--- config.mk ---
export PLATFORM = sky130hd
export DESIGN_NAME = lcd_serial_rx
export DESIGN_NICKNAME = d
export VERILOG_FILES = /design/src/rtl/lcd_serial_rx.sv
export SDC_FILE = /design/constraint.sdc
export NUM_CORES = 1
export LEC_CHECK = 0
export CORE_MARGIN = 5
export CORE_UTILIZATION = 50
export CTS_BUF_LIST = sky130_fd_sc_hd__clkbuf_16
export DETAILED_ROUTE_END_ITERATION = 12
export PLACE_DENSITY = 0.8
export SYNTH_ARGS = -nofsm -noshare
export SYNTH_HDL_FRONTEND = slang
export SYNTH_SLANG_ARGS = --single-unit
--- constraint.sdc ---
create_clock -name clk -period 1.6 [get_ports clk]
set_input_delay 0.32 -clock clk [delete_from_list [all_inputs] [get_ports clk]]
set_output_delay 0.32 -clock clk [all_outputs]
set_load 0.01 [all_outputs]
--- src/rtl/lcd_serial_rx.sv ---
// lcd_serial_rx: panel-side receiver for the cs1/rs/sclk/sid serial LCD link.
// Deserialises bytes MSB first, decodes the panel command set and tracks
// page/column/start-line/display state. Data bytes advance the column and,
// when LCD_RX_DRAM_EN is defined, are stored in a page-organised display RAM.
// Without LCD_RX_DRAM_EN there is no RAM and O_rd_data reads as 8'h00.
module lcd_serial_rx #(
   parameter int SYNC_STAGES = 2,
   parameter int NUM_PAGES   = 16,
   parameter int NUM_COLS    = 128
) (
   input  logic       clk,
   input  logic       rstn,
   input  logic       I_reset,
   input  logic       I_cs1,
   input  logic       I_rs,
   input  logic       I_sclk,
   input  logic       I_sid,
   input  logic [3:0] I_rd_page,
   input  logic [6:0] I_rd_col,
   output logic [7:0] O_rd_data,
   output logic       O_cmd_valid,
   output logic [7:0] O_cmd,
   output logic       O_data_valid,
   output logic [3:0] O_page,
   output logic [6:0] O_col,
   output logic [5:0] O_start_line,
   output logic       O_disp_on,
   output logic       O_frame_err
);

   typedef enum logic [1:0] {ST_IDLE, ST_SHIFT, ST_COMMIT} state_t;

   state_t     r_state;
   state_t     w_next_state;

   logic [4:0] r_sync [SYNC_STAGES];
   logic       w_reset_n;
   logic       w_cs1;
   logic       w_rs;
   logic       w_sclk;
   logic       w_sid;
   logic       r_sclk_d;
   logic       w_sclk_rise;

   logic [7:0] r_shreg;
   logic [2:0] r_bit_cnt;
   logic       r_rs_lat;
   logic [7:0] r_cmd;
   logic [3:0] r_page;
   logic [6:0] r_col;
   logic [5:0] r_start_line;
   logic       r_disp_on;

   logic       w_commit_cmd;
   logic       w_commit_data;
   logic       w_frame_err;
   logic [6:0] w_col_inc;

   // Bring the asynchronous pins into the clk domain; idle levels keep cs1 and panel reset inactive
   always_ff @(posedge clk or negedge rstn) begin
      if (!rstn) begin
         for (int i = 0; i < SYNC_STAGES; i++) r_sync[i] <= 5'b11000;
      end else begin
         r_sync[0] <= {I_reset, I_cs1, I_rs, I_sclk, I_sid};
         for (int i = 1; i < SYNC_STAGES; i++) r_sync[i] <= r_sync[i-1];
      end
   end

   assign {w_reset_n, w_cs1, w_rs, w_sclk, w_sid} = r_sync[SYNC_STAGES-1];
   assign w_sclk_rise = w_sclk & ~r_sclk_d;
   assign w_col_inc   = (r_col == 7'(NUM_COLS - 1)) ? 7'd0 : r_col + 7'd1;

   // Delayed copy of the synced serial clock for rising-edge detection
   always_ff @(posedge clk or negedge rstn) begin
      if (!rstn) r_sclk_d <= 1'b0;
      else       r_sclk_d <= w_sclk;
   end

   // State register
   always_ff @(posedge clk or negedge rstn) begin
      if (!rstn) r_state <= ST_IDLE;
      else       r_state <= w_next_state;
   end

   // Next-state and pulse decode; panel reset forces IDLE and suppresses every pulse
   always_comb begin
      w_next_state  = r_state;
      w_commit_cmd  = 1'b0;
      w_commit_data = 1'b0;
      w_frame_err   = 1'b0;
      case (r_state)
         ST_IDLE: begin
            if (!w_cs1) w_next_state = ST_SHIFT;
         end
         ST_SHIFT: begin
            if (w_cs1) begin
               w_next_state = ST_IDLE;
               w_frame_err  = (r_bit_cnt != 3'd0);
            end else if (w_sclk_rise && r_bit_cnt == 3'd7) begin
               w_next_state = ST_COMMIT;
            end
         end
         ST_COMMIT: begin
            w_commit_cmd  = ~r_rs_lat;
            w_commit_data = r_rs_lat;
            w_next_state  = w_cs1 ? ST_IDLE : ST_SHIFT;
         end
         default: w_next_state = ST_IDLE;
      endcase
      if (!w_reset_n) begin
         w_next_state  = ST_IDLE;
         w_commit_cmd  = 1'b0;
         w_commit_data = 1'b0;
         w_frame_err   = 1'b0;
      end
   end

   // Shift register, bit counter and the panel state acted on by committed bytes
   always_ff @(posedge clk or negedge rstn) begin
      if (!rstn) begin
         r_shreg      <= 8'h00;
         r_bit_cnt    <= 3'd0;
         r_rs_lat     <= 1'b0;
         r_cmd        <= 8'h00;
         r_page       <= 4'd0;
         r_col        <= 7'd0;
         r_start_line <= 6'd0;
         r_disp_on    <= 1'b0;
      end else if (!w_reset_n) begin
         r_shreg      <= 8'h00;
         r_bit_cnt    <= 3'd0;
         r_rs_lat     <= 1'b0;
         r_cmd        <= 8'h00;
         r_page       <= 4'd0;
         r_col        <= 7'd0;
         r_start_line <= 6'd0;
         r_disp_on    <= 1'b0;
      end else begin
         case (r_state)
            ST_SHIFT: begin
               if (w_cs1) begin
                  r_bit_cnt <= 3'd0;
                  r_shreg   <= 8'h00;
               end else if (w_sclk_rise) begin
                  r_shreg   <= {r_shreg[6:0], w_sid};
                  r_bit_cnt <= r_bit_cnt + 3'd1;
                  if (r_bit_cnt == 3'd7) r_rs_lat <= w_rs;
               end
            end
            ST_COMMIT: begin
               r_bit_cnt <= 3'd0;
               if (r_rs_lat) begin
                  r_col <= w_col_inc;
               end else begin
                  r_cmd <= r_shreg;
                  if (r_shreg[7:4] == 4'hB) begin
                     r_page <= r_shreg[3:0];
                  end else if (r_shreg[7:4] == 4'h1) begin
                     r_col[6:4] <= r_shreg[2:0];
                  end else if (r_shreg[7:4] == 4'h0) begin
                     r_col[3:0] <= r_shreg[3:0];
                  end else if (r_shreg[7:6] == 2'b01) begin
                     r_start_line <= r_shreg[5:0];
                  end else if (r_shreg == 8'hAE) begin
                     r_disp_on <= 1'b0;
                  end else if (r_shreg == 8'hAF) begin
                     r_disp_on <= 1'b1;
                  end else if (r_shreg == 8'hE2) begin
                     r_page       <= 4'd0;
                     r_col        <= 7'd0;
                     r_start_line <= 6'd0;
                  end
               end
            end
            default: r_bit_cnt <= 3'd0;
         endcase
      end
   end

`ifdef LCD_RX_DRAM_EN
   logic [7:0] r_dram [NUM_PAGES * NUM_COLS];

   // Display RAM write at the current page/column; contents survive both resets
   always_ff @(posedge clk) begin
      if (w_commit_data) r_dram[{r_page, r_col}] <= r_shreg;
   end

   assign O_rd_data = r_dram[{I_rd_page, I_rd_col}];
`else
   logic w_unused_rd;
   assign w_unused_rd = ^{I_rd_page, I_rd_col};
   assign O_rd_data   = 8'h00;
`endif

   assign O_cmd_valid  = w_commit_cmd;
   assign O_data_valid = w_commit_data;
   assign O_frame_err  = w_frame_err;
   assign O_cmd        = r_cmd;
   assign O_page       = r_page;
   assign O_col        = r_col;
   assign O_start_line = r_start_line;
   assign O_disp_on    = r_disp_on;

endmodule

==> out/qor.yml <==
antenna_found_initial: 0
grt_pass1_vias: 1868
path_clk_slew_ps: 70
p_int_mw: 1.972
clk-insertion-delay-late_ps: 290
layout_setup_ws_ps: -123.6
clock_path_buffers: 2
first_pass_iters: 4
utilization_pct: 68.00
startpoint_type: "flip-flop"
start_util_pct: 51.21
rsz0062_at_grt: "yes"
drt_iter0_drc: 93
die_w_um: 79.55
clockRootBuffer: "clkbuf_16"
rows: 25
synth_cell_types: 49
cpPeakStageDelay_ps: 550
power_density_nw_per_um2: 796.9
cp_top_family: "flip-flops"
ir_drop_mv: 0.7529
cp_slowest_cell: "dfstp_2"
report.final.setup_viol: 6
fin_tns_setup_ps: -348.4
ant_nets: 0
status: "finished with violations"
critPathKind: "reg2out"
synth.ff_latch_count: 51
grtUsageTotal_pct: 17.71
fin_skew_ps: 10.46
overflow: 0
cp_num_buf_inv: 1
n_antenna_cell: 0
fin_crit_sh_pct: 107.7
final_max_slew_viol_count: 0
fmax_ghz: 0.5802
synthesis.area_sq_um: 2419
die_height_um: 79.55
crit_required_ps: 1280
area_growth_pct: 32.80
io_buffers: 35
ys.warnings.count: 0
nNetsFinal: 309
post-route-min-period_ps: 1724
path_cells: "or2b_1, nor2_2, buf_2"
cp-end-kind: "primary output"
p_leak_nw: 1.452
p_sw_mw: 0.5880
switching_share_pct: 22.97
violations: "negative setup slack"
wl_mm: 5.389
drc_errors: 0
hold_violations: 0
synth_area_per_cell_sq_um: 10.65
synthCells: 227
yosysSeqAreaShare_pct: 52.97
numCtsBuffers: 5
drv_cap: 0
core-area_sq_um: 4723
vias_per_cell: 5.414
share_seq_of_total_power_pct: 51.5
io_pins: 55
wl_per_cell_um: 15.18
p_comb_share_pct: 5.7
clkSinkCount: 51
drive_above_1_share_pct: 23.96
pre_cts_ws_ps: -191.9
hpwlAfterDp_mm: 3.846
finalWeightedCongestion: 0.8513
die-area_sq_um: 6328
htreeDepth: 2
path_max_fanout: 2
clkPwrFrac_pct: 42.8
whs_ps: 348.7
grt_max_degree: 20
grt_pass1_wl_mm: 8.769
cts_tree: "yes"
hp-class: "reg2reg"
vias: 1922
arrival_ps: 1400
cells by family (layout without fill, tap and decap cells):
family          after synthesis  in the layout  synth area share [%]
compound gates               61             61                 18.47
xor+xnor                      3              3                 1.087
fa+ha+maj                     4              4                 2.069
buf+inv                      28             82                 6.933
flops                        51             51                 52.97
mux                           2              2                0.8278
other cells                   1              8                0.1551
simple gates                 77             77                 17.49
metrics by stage:
stage	total power [mW]	instances	area, sq um
after floorplan	1.415	234	2445
after global placement	1.468	341	2953
after detailed placement	1.472	341	2953
after CTS	2.569	355	3156
after global routing	2.654	355	3212
final	2.559	355	3212
final timing paths:
kind                                 from  cells after the start  slack (ps)            to
worst max-delay path            r_sync[4]                      3        -120   O_cmd_valid
worst min-delay path            r_sync[7]                      0         350     r_sync[2]
worst max register to register  r_sync[4]                      5         -60      O_col[2]
worst min register to register  r_sync[7]                      0         350     r_sync[2]
max in group asynchronous            rstn                      3         670      O_col[6]
min in group asynchronous            rstn                      2         450  r_bit_cnt[1]
placed cells by master (no fill, tap or decap), types with 5 or more instances in the layout:
cell,count
clkbuf_16,5
a21oi_1,8
inv_1,7
nor2b_1,5
a22o_1,19
nand2_1,17
nand3_1,7
buf_4,28
dfrtp_1,47
conb_1,8
o21ai_1,5
nor2_1,15
a21boi_0,6
o21ai_0,5
clkdlybuf4s50_1,29
flip-flops by register name (all words and copies together), names as in the netlist:
signal and cells:
r_sync 10, r_rs_lat 1, O_start_line 6, O_page 4, r_state 2, r_bit_cnt 3
O_cmd 8, r_sclk_d 1, O_col 7, r_shreg 8, O_disp_on 1
per-layer routing:
layer	share of wire, %	global-route usage (%)	routed length [um]	vias up
met5	0	0	0	-
met4	1.7	6.186	93	0
met3	6.6	3.725	353	8
met2	47	28.63	2536	77
met1	45	23.55	2406	928
li1	-	-	-	909
final cells by class:
class,instances,area (sq um)
Fill cell,363,1511
Multi-Input combinational cell,155,1060
Tap cell,67,83.83
Clock buffer,5,125.1
Sequential cell,51,1281
Clock inverter,3,28.78
Timing Repair Buffer,67,606.8
Inverter,7,26.28
Yosys cell counts (all sizes together):
| library cell | instances | area, sq um |
|---|---|---|
| and4 | 1 | 10.01 |
| and3 | 3 | 20.02 |
| nand3 | 7 | 35.03 |
| mux2i | 2 | 20.02 |
| o21ai | 15 | 82.58 |
| a22o | 20 | 176.4 |
| a41o | 1 | 10.01 |
| a32oi | 1 | 8.760 |
| dfrtp | 47 | 1176 |
| o21a | 3 | 23.77 |
| conb | 1 | 3.750 |
| nor4b | 1 | 15.01 |
| nor3 | 4 | 20.02 |
| o211ai | 2 | 20.02 |
| or2b | 1 | 7.510 |
| nor2b | 7 | 43.79 |
| nor2 | 17 | 66.32 |
| and2 | 2 | 12.51 |
| a31oi | 1 | 6.260 |
| clkbuf | 3 | 15.02 |
| and4b | 2 | 23.77 |
| dfstp | 4 | 105.1 |
| o22ai | 1 | 6.260 |
| nand3b | 1 | 7.510 |
| nand4 | 2 | 12.51 |
| nor3b | 5 | 48.80 |
| a21boi | 6 | 45.04 |
| o21bai | 1 | 7.510 |
| nor4 | 1 | 6.260 |
| a32o | 2 | 20.02 |
| xnor2 | 3 | 26.28 |
| a21oi | 8 | 40.04 |
| nand2 | 20 | 75.07 |
| inv | 7 | 26.28 |
| ha | 4 | 50.05 |
| buf | 18 | 126.4 |
| nand2b | 3 | 18.77 |
power groups by stage:
| stage | registers (mW) | logic [mW] | clock network (mW) |
|---|---|---|---|
| after global routing | 1.32 | 0.162 | 1.17 |
| final | 1.32 | 0.147 | 1.10 |
| after CTS | 1.32 | 0.139 | 1.11 |
| after global placement | 1.34 | 0.127 | 0 |
| after floorplan | 1.34 | 0.0729 | 0 |
| after detailed placement | 1.34 | 0.130 | 0 |
repair_timing:
item,CTS,global route
hold buffers,1,0
endpoints found under the hold margin,8,0
pin swaps,2,10
buffers inserted,5,0
endpoints found under the setup margin,11,26
resized for setup,15,19
(Power assumes the default switching activity.)
